File: src/rtl/text_pkg.sv
// Shared constants and state encoding for the text character sequencer.
// Character codes follow ASCII; grid defaults match a 640x480 8x8 font.
package text_pkg;

  localparam int COLS_DEF = 80;
  localparam int ROWS_DEF = 60;

  localparam logic [7:0] CHAR_LF    = 8'h0A;
  localparam logic [7:0] CHAR_CR    = 8'h0D;
  localparam logic [7:0] CHAR_FF    = 8'h0C;
  localparam logic [7:0] CHAR_SPACE = 8'h20;
  localparam logic [7:0] CHAR_DEL   = 8'h7F;

  typedef enum logic [1:0] {
    IDLE,
    FETCH,
    ISSUE,
    WAIT_DONE
  } seq_state_t;

  // Bytes the typer can draw: space through tilde.
  function automatic logic is_printable(input logic [7:0] b);
    return (b >= CHAR_SPACE) && (b < CHAR_DEL);
  endfunction

endpackage

File: src/rtl/char_fifo.sv
// Small synchronous FIFO buffering producer bytes ahead of the sequencer.
// Head entry is visible on dout whenever the FIFO is non-empty.
module char_fifo #(
  parameter int WIDTH = 8,
  parameter int DEPTH = 16
) (
  input  logic             clock,
  input  logic             reset,
  input  logic [WIDTH-1:0] din,
  input  logic             push,
  input  logic             pop,
  output logic             full,
  output logic             empty,
  output logic [WIDTH-1:0] dout
);

  localparam int AW = $clog2(DEPTH);

  logic [WIDTH-1:0] mem [DEPTH];
  logic [AW-1:0]    wr_ptr;
  logic [AW-1:0]    rd_ptr;
  logic [AW:0]      count;
  logic             push_ok;
  logic             pop_ok;

  assign full    = (count == (AW+1)'(DEPTH));
  assign empty   = (count == '0);
  assign push_ok = push && !full;
  assign pop_ok  = pop && !empty;
  assign dout    = mem[rd_ptr];

  // Storage array; contents need no reset since count gates validity.
  always_ff @(posedge clock) begin
    if (push_ok) mem[wr_ptr] <= din;
  end

  // Pointers wrap naturally at the power-of-two depth.
  always_ff @(posedge clock or posedge reset) begin
    if (reset) begin
      wr_ptr <= '0;
      rd_ptr <= '0;
      count  <= '0;
    end else begin
      if (push_ok) wr_ptr <= wr_ptr + 1'b1;
      if (pop_ok)  rd_ptr <= rd_ptr + 1'b1;
      unique case ({push_ok, pop_ok})
        2'b10:   count <= count + 1'b1;
        2'b01:   count <= count - 1'b1;
        default: count <= count;
      endcase
    end
  end

endmodule

File: src/rtl/text_char_sequencer.sv
// Turns a buffered ASCII stream into glyph-typer transactions,
// tracking a text cursor with newline, home and wrap handling.
module text_char_sequencer
  import text_pkg::*;
#(
  parameter int COLS       = COLS_DEF,
  parameter int ROWS       = ROWS_DEF,
  parameter int FIFO_DEPTH = 16
) (
  input  logic        clock,
  input  logic        reset,
  input  logic [7:0]  char_in,
  input  logic        char_valid,
  output logic        char_ready,
  output logic [7:0]  row_num,
  output logic [7:0]  col_num,
  output logic [7:0]  character_output,
  output logic        start_writing_character,
  input  logic        finished_saving_char,
  output logic        busy,
  output logic [31:0] chars_written
);

  localparam logic [7:0] LAST_COL = 8'(COLS - 1);
  localparam logic [7:0] LAST_ROW = 8'(ROWS - 1);

  seq_state_t  state, state_d;
  logic [7:0]  byte_q, byte_d;
  logic [7:0]  cur_row, cur_row_d;
  logic [7:0]  cur_col, cur_col_d;
  logic [7:0]  row_d, col_d, char_d;
  logic [31:0] count_d;
  logic        pop;
  logic        full;
  logic        empty;
  logic [7:0]  head;

  char_fifo #(
    .WIDTH (8),
    .DEPTH (FIFO_DEPTH)
  ) u_fifo (
    .clock (clock),
    .reset (reset),
    .din   (char_in),
    .push  (char_valid),
    .pop   (pop),
    .full  (full),
    .empty (empty),
    .dout  (head)
  );

  assign char_ready = !full;
  assign busy       = !empty || (state != IDLE);
  assign start_writing_character = (state == ISSUE);

  // State and datapath registers; reset returns cursor home.
  always_ff @(posedge clock or posedge reset) begin
    if (reset) begin
      state            <= IDLE;
      byte_q           <= '0;
      cur_row          <= '0;
      cur_col          <= '0;
      row_num          <= '0;
      col_num          <= '0;
      character_output <= '0;
      chars_written    <= '0;
    end else begin
      state            <= state_d;
      byte_q           <= byte_d;
      cur_row          <= cur_row_d;
      cur_col          <= cur_col_d;
      row_num          <= row_d;
      col_num          <= col_d;
      character_output <= char_d;
      chars_written    <= count_d;
    end
  end

  // Next-state, cursor movement and typer-handshake decisions.
  always_comb begin
    state_d   = state;
    byte_d    = byte_q;
    cur_row_d = cur_row;
    cur_col_d = cur_col;
    row_d     = row_num;
    col_d     = col_num;
    char_d    = character_output;
    count_d   = chars_written;
    pop       = 1'b0;
    unique case (state)
      IDLE: begin
        if (!empty && finished_saving_char) begin
          pop     = 1'b1;
          byte_d  = head;
          state_d = FETCH;
        end
      end
      FETCH: begin
        state_d = IDLE;
        unique case (1'b1)
          (byte_q == CHAR_LF): begin
            cur_col_d = '0;
            cur_row_d = (cur_row == LAST_ROW) ? '0 : cur_row + 1'b1;
          end
          (byte_q == CHAR_CR): begin
            cur_col_d = '0;
          end
          (byte_q == CHAR_FF): begin
            cur_col_d = '0;
            cur_row_d = '0;
          end
          is_printable(byte_q): begin
            char_d  = byte_q;
            row_d   = cur_row;
            col_d   = cur_col;
            state_d = ISSUE;
          end
          default: begin
          end
        endcase
      end
      ISSUE: begin
        if (!finished_saving_char) state_d = WAIT_DONE;
      end
      WAIT_DONE: begin
        if (finished_saving_char) begin
          count_d = chars_written + 32'd1;
          state_d = IDLE;
          if (cur_col == LAST_COL) begin
            cur_col_d = '0;
            cur_row_d = (cur_row == LAST_ROW) ? '0 : cur_row + 1'b1;
          end else begin
            cur_col_d = cur_col + 1'b1;
          end
        end
      end
      default: state_d = IDLE;
    endcase
  end

endmodule

File: config.mk
export PLATFORM = sky130hd
export DESIGN_NAME = text_char_sequencer
export DESIGN_NICKNAME = d
export VERILOG_FILES = /design/src/rtl/text_pkg.sv /design/src/rtl/char_fifo.sv /design/src/rtl/text_char_sequencer.sv
export SDC_FILE = /design/constraint.sdc
export NUM_CORES = 1
export LEC_CHECK = 0
export ABC_AREA = 1
export CAP_MARGIN = 20
export CELL_PAD_IN_SITES_DETAIL_PLACEMENT = 0
export CELL_PAD_IN_SITES_GLOBAL_PLACEMENT = 1
export CORE_MARGIN = 8
export CORE_UTILIZATION = 49
export CTS_CLUSTER_SIZE = 10
export DETAILED_ROUTE_END_ITERATION = 8
export PLACE_DENSITY_LB_ADDON = 0.2
export RECOVER_POWER = 50
export REMOVE_ABC_BUFFERS = 1
export SYNTH_ARGS = -nofsm -noshare
export SYNTH_HDL_FRONTEND = slang
export SYNTH_SLANG_ARGS = --single-unit
File: constraint.sdc
create_clock -name clock -period 6.57 [get_ports clock]
set_clock_uncertainty 0.1 [all_clocks]
set_input_delay 1.6425 -clock clock [delete_from_list [all_inputs] [get_ports clock]]
set_output_delay 1.6425 -clock clock [all_outputs]
set_load 0.005 [all_outputs]
==> results of run 1 <==
==> worst max path at each step <==
stage | to | slack [ns] | depth (start not counted)
final | u_fifo.count[4] | 2.49 | 15
after global placement | u_fifo.count[4] | 2.04 | 15
after CTS | u_fifo.count[4] | 2.50 | 15
after floorplan | async pin | 2.35 | 1
after global routing | u_fifo.count[4] | 2.21 | 15
after detailed placement | u_fifo.count[4] | 1.96 | 15
==> sequential cells by signal, summed over array words and instances (netlist names), named ones only <==
name,count
byte_q,8
cur_row,8
state,1
u_fifo.rd_ptr,4
col_num,8
row_num,8
chars_written,32
character_output,8
u_fifo.wr_ptr,4
u_fifo.mem,128
u_fifo.count,5
cur_col,8
==> cells by family (layout without fill, tap and decap cells) <==
logic type / after synthesis / after routing / share of synthesized area (%)
AOI/OAI and AO/OA: 50 / 50 / 2.75
xor gates and xnor gates: 30 / 30 / 2.55
adders and majority gates: 13 / 13 / 1.60
buffers and inverters: 211 / 291 / 8.02
DFF: 223 / 223 / 58.7
and+or+nand+nor: 639 / 639 / 26.4
==> power by group <==
| part | internal (W) | switching (W) |
|---|---|---|
| sequential | 0.00168 | 0.000156 |
| clock | 0.000724 | 0.000527 |
| combinational | 0.000436 | 0.000897 |
| total | 0.00284 | 0.00158 |
==> worst reg2reg max path: cells and delay by family (launching register included) <==
kind	cells	cell delay (ns)
and+or+nand+nor	7	1.53
adders and majority gates	2	0.81
DFF	1	0.43
buffers and inverters	2	0.14
xor gates and xnor gates	1	0.14
AOI/OAI and AO/OA	1	0.07
==> routing by layer <==
metal / vias to the layer above / GRT usage, % / share of wire, % / routed length, microns
li1: 3857 / - / - / -
met1: 3542 / 25.3 / 46 / 11200
met2: 198 / 29.2 / 46 / 11100
met3: 29 / 3.30 / 6.2 / 1500
met4: 0 / 4.42 / 1.6 / 384
met5: - / 0 / 0 / 0
==> cell usage in the layout, fill, tap and decap left out, types with 26 or more instances in the layout <==
| master | instances |
|---|---|
| nor2_1 | 47 |
| edfxtp_1 | 128 |
| clkbuf_16 | 26 |
| clkdlybuf4s50_1 | 59 |
| o21ai_0 | 35 |
| nand2_1 | 407 |
| dfrtp_1 | 94 |
| inv_1 | 172 |
| nand3_1 | 129 |
| nor3_1 | 28 |
==> stage by stage <==
step | hold slack, ns | total power [W] | util [%] | instance area, sq um | instances
after floorplan | 0.371 | 0.00273 | - | 10400 | 1130
after global placement | 0.368 | 0.00323 | 53.3 | 11500 | 1483
after detailed placement | 0.370 | 0.00324 | 53.3 | 11500 | 1483
after CTS | 0.386 | 0.00449 | 56.7 | 12200 | 1522
after global routing | 0.405 | 0.00470 | 56.1 | 12100 | 1526
final | 0.381 | 0.00442 | 56.1 | 12100 | 1526
==> layout make-up <==
class	count	share of cell area (%)
sequential	223	51.5
timing repair buffer	77	6.27
inverter	175	5.44
multi-input combinational	732	27.9
clock inverter	2	0.279
tap	280	2.90
clock buffer	37	5.72
==> impl_metrics.tcl, run 1 <==
set metrics [dict create \
    status "finished, violations left" \
    violations "max-capacitance violations, max-slew violations" \
    cts_tree "done" \
    hp-start "character_output[3]" \
    crit_arrival_ns 4.39 \
    ctsResizeCount 0 \
    crit_start "finished_saving_char" \
    async_flop_share_pct 42.6 \
    ys_warn_count 0 \
    synth_seq_cells 223 \
    reg2reg_from "u_fifo.count[0]" \
    htree_levels 1 \
    power_density_nw_per_um2 366 \
    drc 0 \
    path_max_fanout 15 \
    final.setup.tns_ns 0 \
    clk_pin_slew_worst_paths_ns 0.05 \
    viasPerCell 5.00 \
    dp_hpwl_mm 15.9 \
    cts_setup_buffers 0 \
    yosys-top-cells-area "edfxtp_1 (36%), dfrtp_1 (22%), nand2_1 (14%)" \
    grt_first_pass_wirelength_mm 38.8 \
    cpPeakStageDelay_ns 0.57 \
    worstHoldEndpoint "character_output[3]" \
    hold_path.class "reg2reg" \
    numCtsBuffers 26 \
    multi_input_area_sq_um 3380 \
    yosysSeqAreaShare_pct 58.7 \
    startpoint_type "primary input" \
    die_w_microns 163 \
    max_freq_mhz 245 \
    synth_top_area_share_pct 36.2 \
    first_pass_iters 7 \
    num_rows 54 \
    yosys.area.top_type "edfxtp_1" \
    path_delay_family "buffers and inverters" \
    maxCapViolCount 1 \
    tightestPinTransition_ns 2.26 \
    syn_inst 1166 \
    drt_wl_total_mm 24.2 \
    synth_common_cells "nand2_1 (405), inv_1 (173), edfxtp_1 (128)" \
    yosys.cell_types.count 37 \
    setup_viol 0 \
    fp.dieH_microns 163 \
    antenna_found_initial 0 \
    hold_viol 0 \
    die_area_sq_um 26600 \
    cp_common_cell "nand2_1" \
    area_delta_synth_final_pct 14.0 \
    drt-initial-drc-count 585 \
    max_slew_margin_pct -51.2 \
    clockRootBuffer "clkbuf_16" \
    clk-insertion-delay-late_ns 0.54 \
    ys.flop_type "edfxtp_1" \
    synth-edff-count 128 \
    min_period_over_period_pct 62.2 \
    clock_sinks 223 \
    hold_depth 2 \
    nets 1260 \
    grt_overflow 0 \
    fillers 1957 \
    required_ns 6.88 \
    syn_area_per_cell_sq_um 9.10 \
    grt_max_degree 68 \
    synth.most_common_cell "nand2_1" \
    pre_cts_ws_ns 1.96 \
    drv_slew 52 \
    diodes 0 \
    cts_buffer_depth 3 \
    grt_pass1_vias 7290 \
    min_period_ns 4.08 \
    slowest_stage "dlygate4sd3_1" \
    grt_setup_unrepaired "false" \
    ir_drop_v 0.000203 \
    ctsHoldBuffers 0 \
    worstRegToRegCells 13 \
    path_class "in2reg" \
    fin_ws_ns 2.49 \
    routedWlPerCell_microns 15.9 \
    r2r_slack_ns 3.23 \
    synth_area_sq_um 10600 \
    seqCellArea_sq_um 6220 \
    reg2reg_to "u_fifo.count[4]" \
    final_antenna_net_count 0 \
    leakagePower_nw 5.42 \
    io_pins 71 \
    worst-path-buf-inv 5 \
    place_congestion 0.823 \
    end_kind "register" \
    vias 7626 \
    start_util_pct 49.2 \
    track_usage_pct 18.2 \
    crit_chain "dlygate4sd3_1 > inv_1 > nor3_1 > nand2_1 > inv_1 > ha_1 > inv_1 > fa_1 > inv_1 > nand2_1 > nand2_1 > a21oi_1 > xor2_1 > nand2_1 > nand2_1" \
    core_sq_um 21600 \
    port_buffers 70 \
    drive_above_1_share_pct 3.45 \
]
Power figures use the tool's default switching activity.
==> run 2, diff against run 1 <==
--- a/config.mk
+++ b/config.mk
@@ -10,7 +10,7 @@
 export CELL_PAD_IN_SITES_DETAIL_PLACEMENT = 0
 export CELL_PAD_IN_SITES_GLOBAL_PLACEMENT = 1
 export CORE_MARGIN = 8
-export CORE_UTILIZATION = 49
+export CORE_UTILIZATION = 41
 export CTS_CLUSTER_SIZE = 10
 export DETAILED_ROUTE_END_ITERATION = 8
 export PLACE_DENSITY_LB_ADDON = 0.2
==> constraint.sdc (replaced) <==
create_clock -name clock -period 3.5 [get_ports clock]
set_clock_uncertainty 0.1 [all_clocks]
set_input_delay 0.875 -clock clock [delete_from_list [all_inputs] [get_ports clock]]
set_output_delay 0.875 -clock clock [all_outputs]
set_load 0.005 [all_outputs]
==> impl_metrics.tcl, run 2 (synthesis results as in run 1) <==
set metrics [dict create \
    largest_register_ffs 128 \
    final.setup.tns_ns 0 \
    reg2reg_to "u_fifo.count[4]" \
    place_inst 1562 \
    place_congestion 0.787 \
    die_area_sq_um 31300 \
    path_class "reg2out" \
    nets 1281 \
    grt_max_degree 68 \
    max_freq_mhz 320 \
    drt_wl_total_mm 24.5 \
    first_pass_iters 5 \
    min_period_ns 3.13 \
    design_area_sq_um 12500 \
    clk_pin_slew_worst_paths_ns 0.05 \
    largest_registers "u_fifo.mem x128, chars_written x32" \
    swShare_pct 35.5 \
    drv_slew 37 \
    leakagePower_nw 5.61 \
    internal_power_w 0.00551 \
    min_period_over_period_pct 89.3 \
    final_common_cell "nand2_1" \
    startpoint_type "register" \
    grt_first_pass_wirelength_mm 39.7 \
    routedWlPerCell_microns 15.2 \
    path_delay_family "simple AND/OR/NAND/NOR gates" \
    end_kind "output port" \
    finalNonFillerCells 1610 \
    diodes 0 \
    drt-initial-drc-count 388 \
    dpl_cell_area_sq_um 11800 \
    setup_viol 0 \
    core_sq_um 25800 \
    cpPeakStageDelay_ns 0.52 \
    ctsHoldBuffers 0 \
    cts_tree "done" \
    worstRegToRegCells 13 \
    hold_depth 2 \
    die_w_microns 177 \
    clk-insertion-delay-late_ns 0.53 \
    worstHoldEndpoint "col_num[2]" \
    maxCapViolCount 1 \
    cts_setup_buffers 0 \
    grt_setup_unrepaired "false" \
    hold_path.class "reg2reg" \
    tightestPinTransition_ns 1.83 \
    hold_viol 0 \
    drc 0 \
    track_usage_pct 15.8 \
    grt_overflow 0 \
    clockRootBuffer "clkbuf_16" \
    path_max_fanout 4 \
    max_slew_margin_pct -22.8 \
    violations "max-capacitance violations, max-slew violations" \
    htree_levels 1 \
    ir_drop_v 0.000415 \
    grt_pass1_vias 7402 \
    slowest_stage "nor4_1" \
    status "finished, violations left" \
    io_pins 71 \
    start_util_pct 41.2 \
    antenna_found_initial 0 \
    reg2reg_from "u_fifo.count[0]" \
    drive_above_1_share_pct 6.27 \
    fp.dieH_microns 177 \
    final_antenna_net_count 0 \
    top_register "u_fifo.mem" \
    cts_buffer_depth 3 \
    dp_hpwl_mm 15.8 \
    crit_arrival_ns 2.15 \
    area_delta_synth_final_pct 17.5 \
    power_density_nw_per_um2 685 \
    p_seq_share_pct 39.8 \
    crit_chain "nor4_1 > nand4_1 > clkdlybuf4s50_1" \
    clock_sinks 223 \
    required_ns 2.52 \
    final_cell_mix "nand2_1 (407), inv_1 (172), edfxtp_1 (128)" \
    numCtsBuffers 27 \
    r2r_slack_ns 0.76 \
    clock_power_share_pct 29.3 \
    hp-start "col_num[2]" \
    worst-path-buf-inv 1 \
    viasPerCell 4.72 \
    switchingPower_w 0.00303 \
    fillers 2460 \
    vias 7601 \
    comb_power_share_pct 30.9 \
    ctsResizeCount 0 \
    num_rows 59 \
    port_buffers 70 \
]
[run 2: cell count changes in the layout (fill, tap and decap cells not counted), sizes merged]
cell and delta:
clkdlybuf4s50 +1, buf +19, inv +1, clkbuf +9, dlygate4sd3 -1
[run 2: worst max path at each step]
| stage | from | to | slack (ns) | cells after the start |
|---|---|---|---|---|
| 2_1_floorplan | reset | async pin | 0.05 | 1 |
| 5_1_grt | u_fifo.count[0] | busy | 0.26 | 3 |
| 3_5_place_dp | finished_saving_char | u_fifo.count[4] | 0.22 | 15 |
| 6_report | u_fifo.count[0] | busy | 0.37 | 3 |
| 4_1_cts | u_fifo.count[0] | busy | 0.45 | 3 |
| 3_3_place_gp | finished_saving_char | u_fifo.count[4] | 0.24 | 15 |
[run 2: through the flow]
step           hold slack (ns)  setup slack, ns  util, %  power (W)
2_1_floorplan            0.371           0.0480        -    0.00512
3_3_place_gp             0.367            0.237     45.7    0.00616
3_5_place_dp             0.367            0.224     45.7    0.00618
4_1_cts                  0.379            0.453     48.7    0.00871
5_1_grt                  0.410            0.260     48.4    0.00914
6_report                 0.376            0.373     48.4    0.00854
[run 2: layout make-up]
class	count	area [sq um]	area share [%]
multi-input cells	732	3460	27.7
inverters	175	658	5.28
clock inverters	3	18.8	0.151
repair buffers	97	925	7.42
well taps	335	419	3.36
flip-flops and latches	223	6220	49.9
clock buffers	45	763	6.12
[run 2: power by group through the flow]
stage	Combinational [W]	Sequential (W)	Clock, W
floorplan	0.00159	0.00353	0
global placement	0.00270	0.00346	0
detailed placement	0.00271	0.00346	0
CTS	0.00273	0.00341	0.00257
global route	0.00301	0.00345	0.00268
finish	0.00264	0.00340	0.00250
[run 2: tightest hold or removal path, stage by stage, from the launching register on]
cell     delay, ns
dfrtp_1       0.34
nand2_1       0.05
nand2_1       0.06
[run 2: layer usage]
layer	track usage [%]	vias up	wire length (microns)
li1	-	3908	-
met1	21.5	3560	11800
met2	26.1	105	11400
met3	2.52	28	904
met4	3.54	0	363
met5	0	-	0
==> run 3, diff against run 2 <==
--- a/config.mk
+++ b/config.mk
@@ -13,6 +13,7 @@
 export CORE_UTILIZATION = 41
 export CTS_CLUSTER_SIZE = 10
 export DETAILED_ROUTE_END_ITERATION = 8
+export GPL_ROUTABILITY_DRIVEN = 0
 export PLACE_DENSITY_LB_ADDON = 0.2
 export RECOVER_POWER = 50
 export REMOVE_ABC_BUFFERS = 1
==> results of run 3 <==
Same layout as run 2: the final DEF is identical, and so are final timing and power.
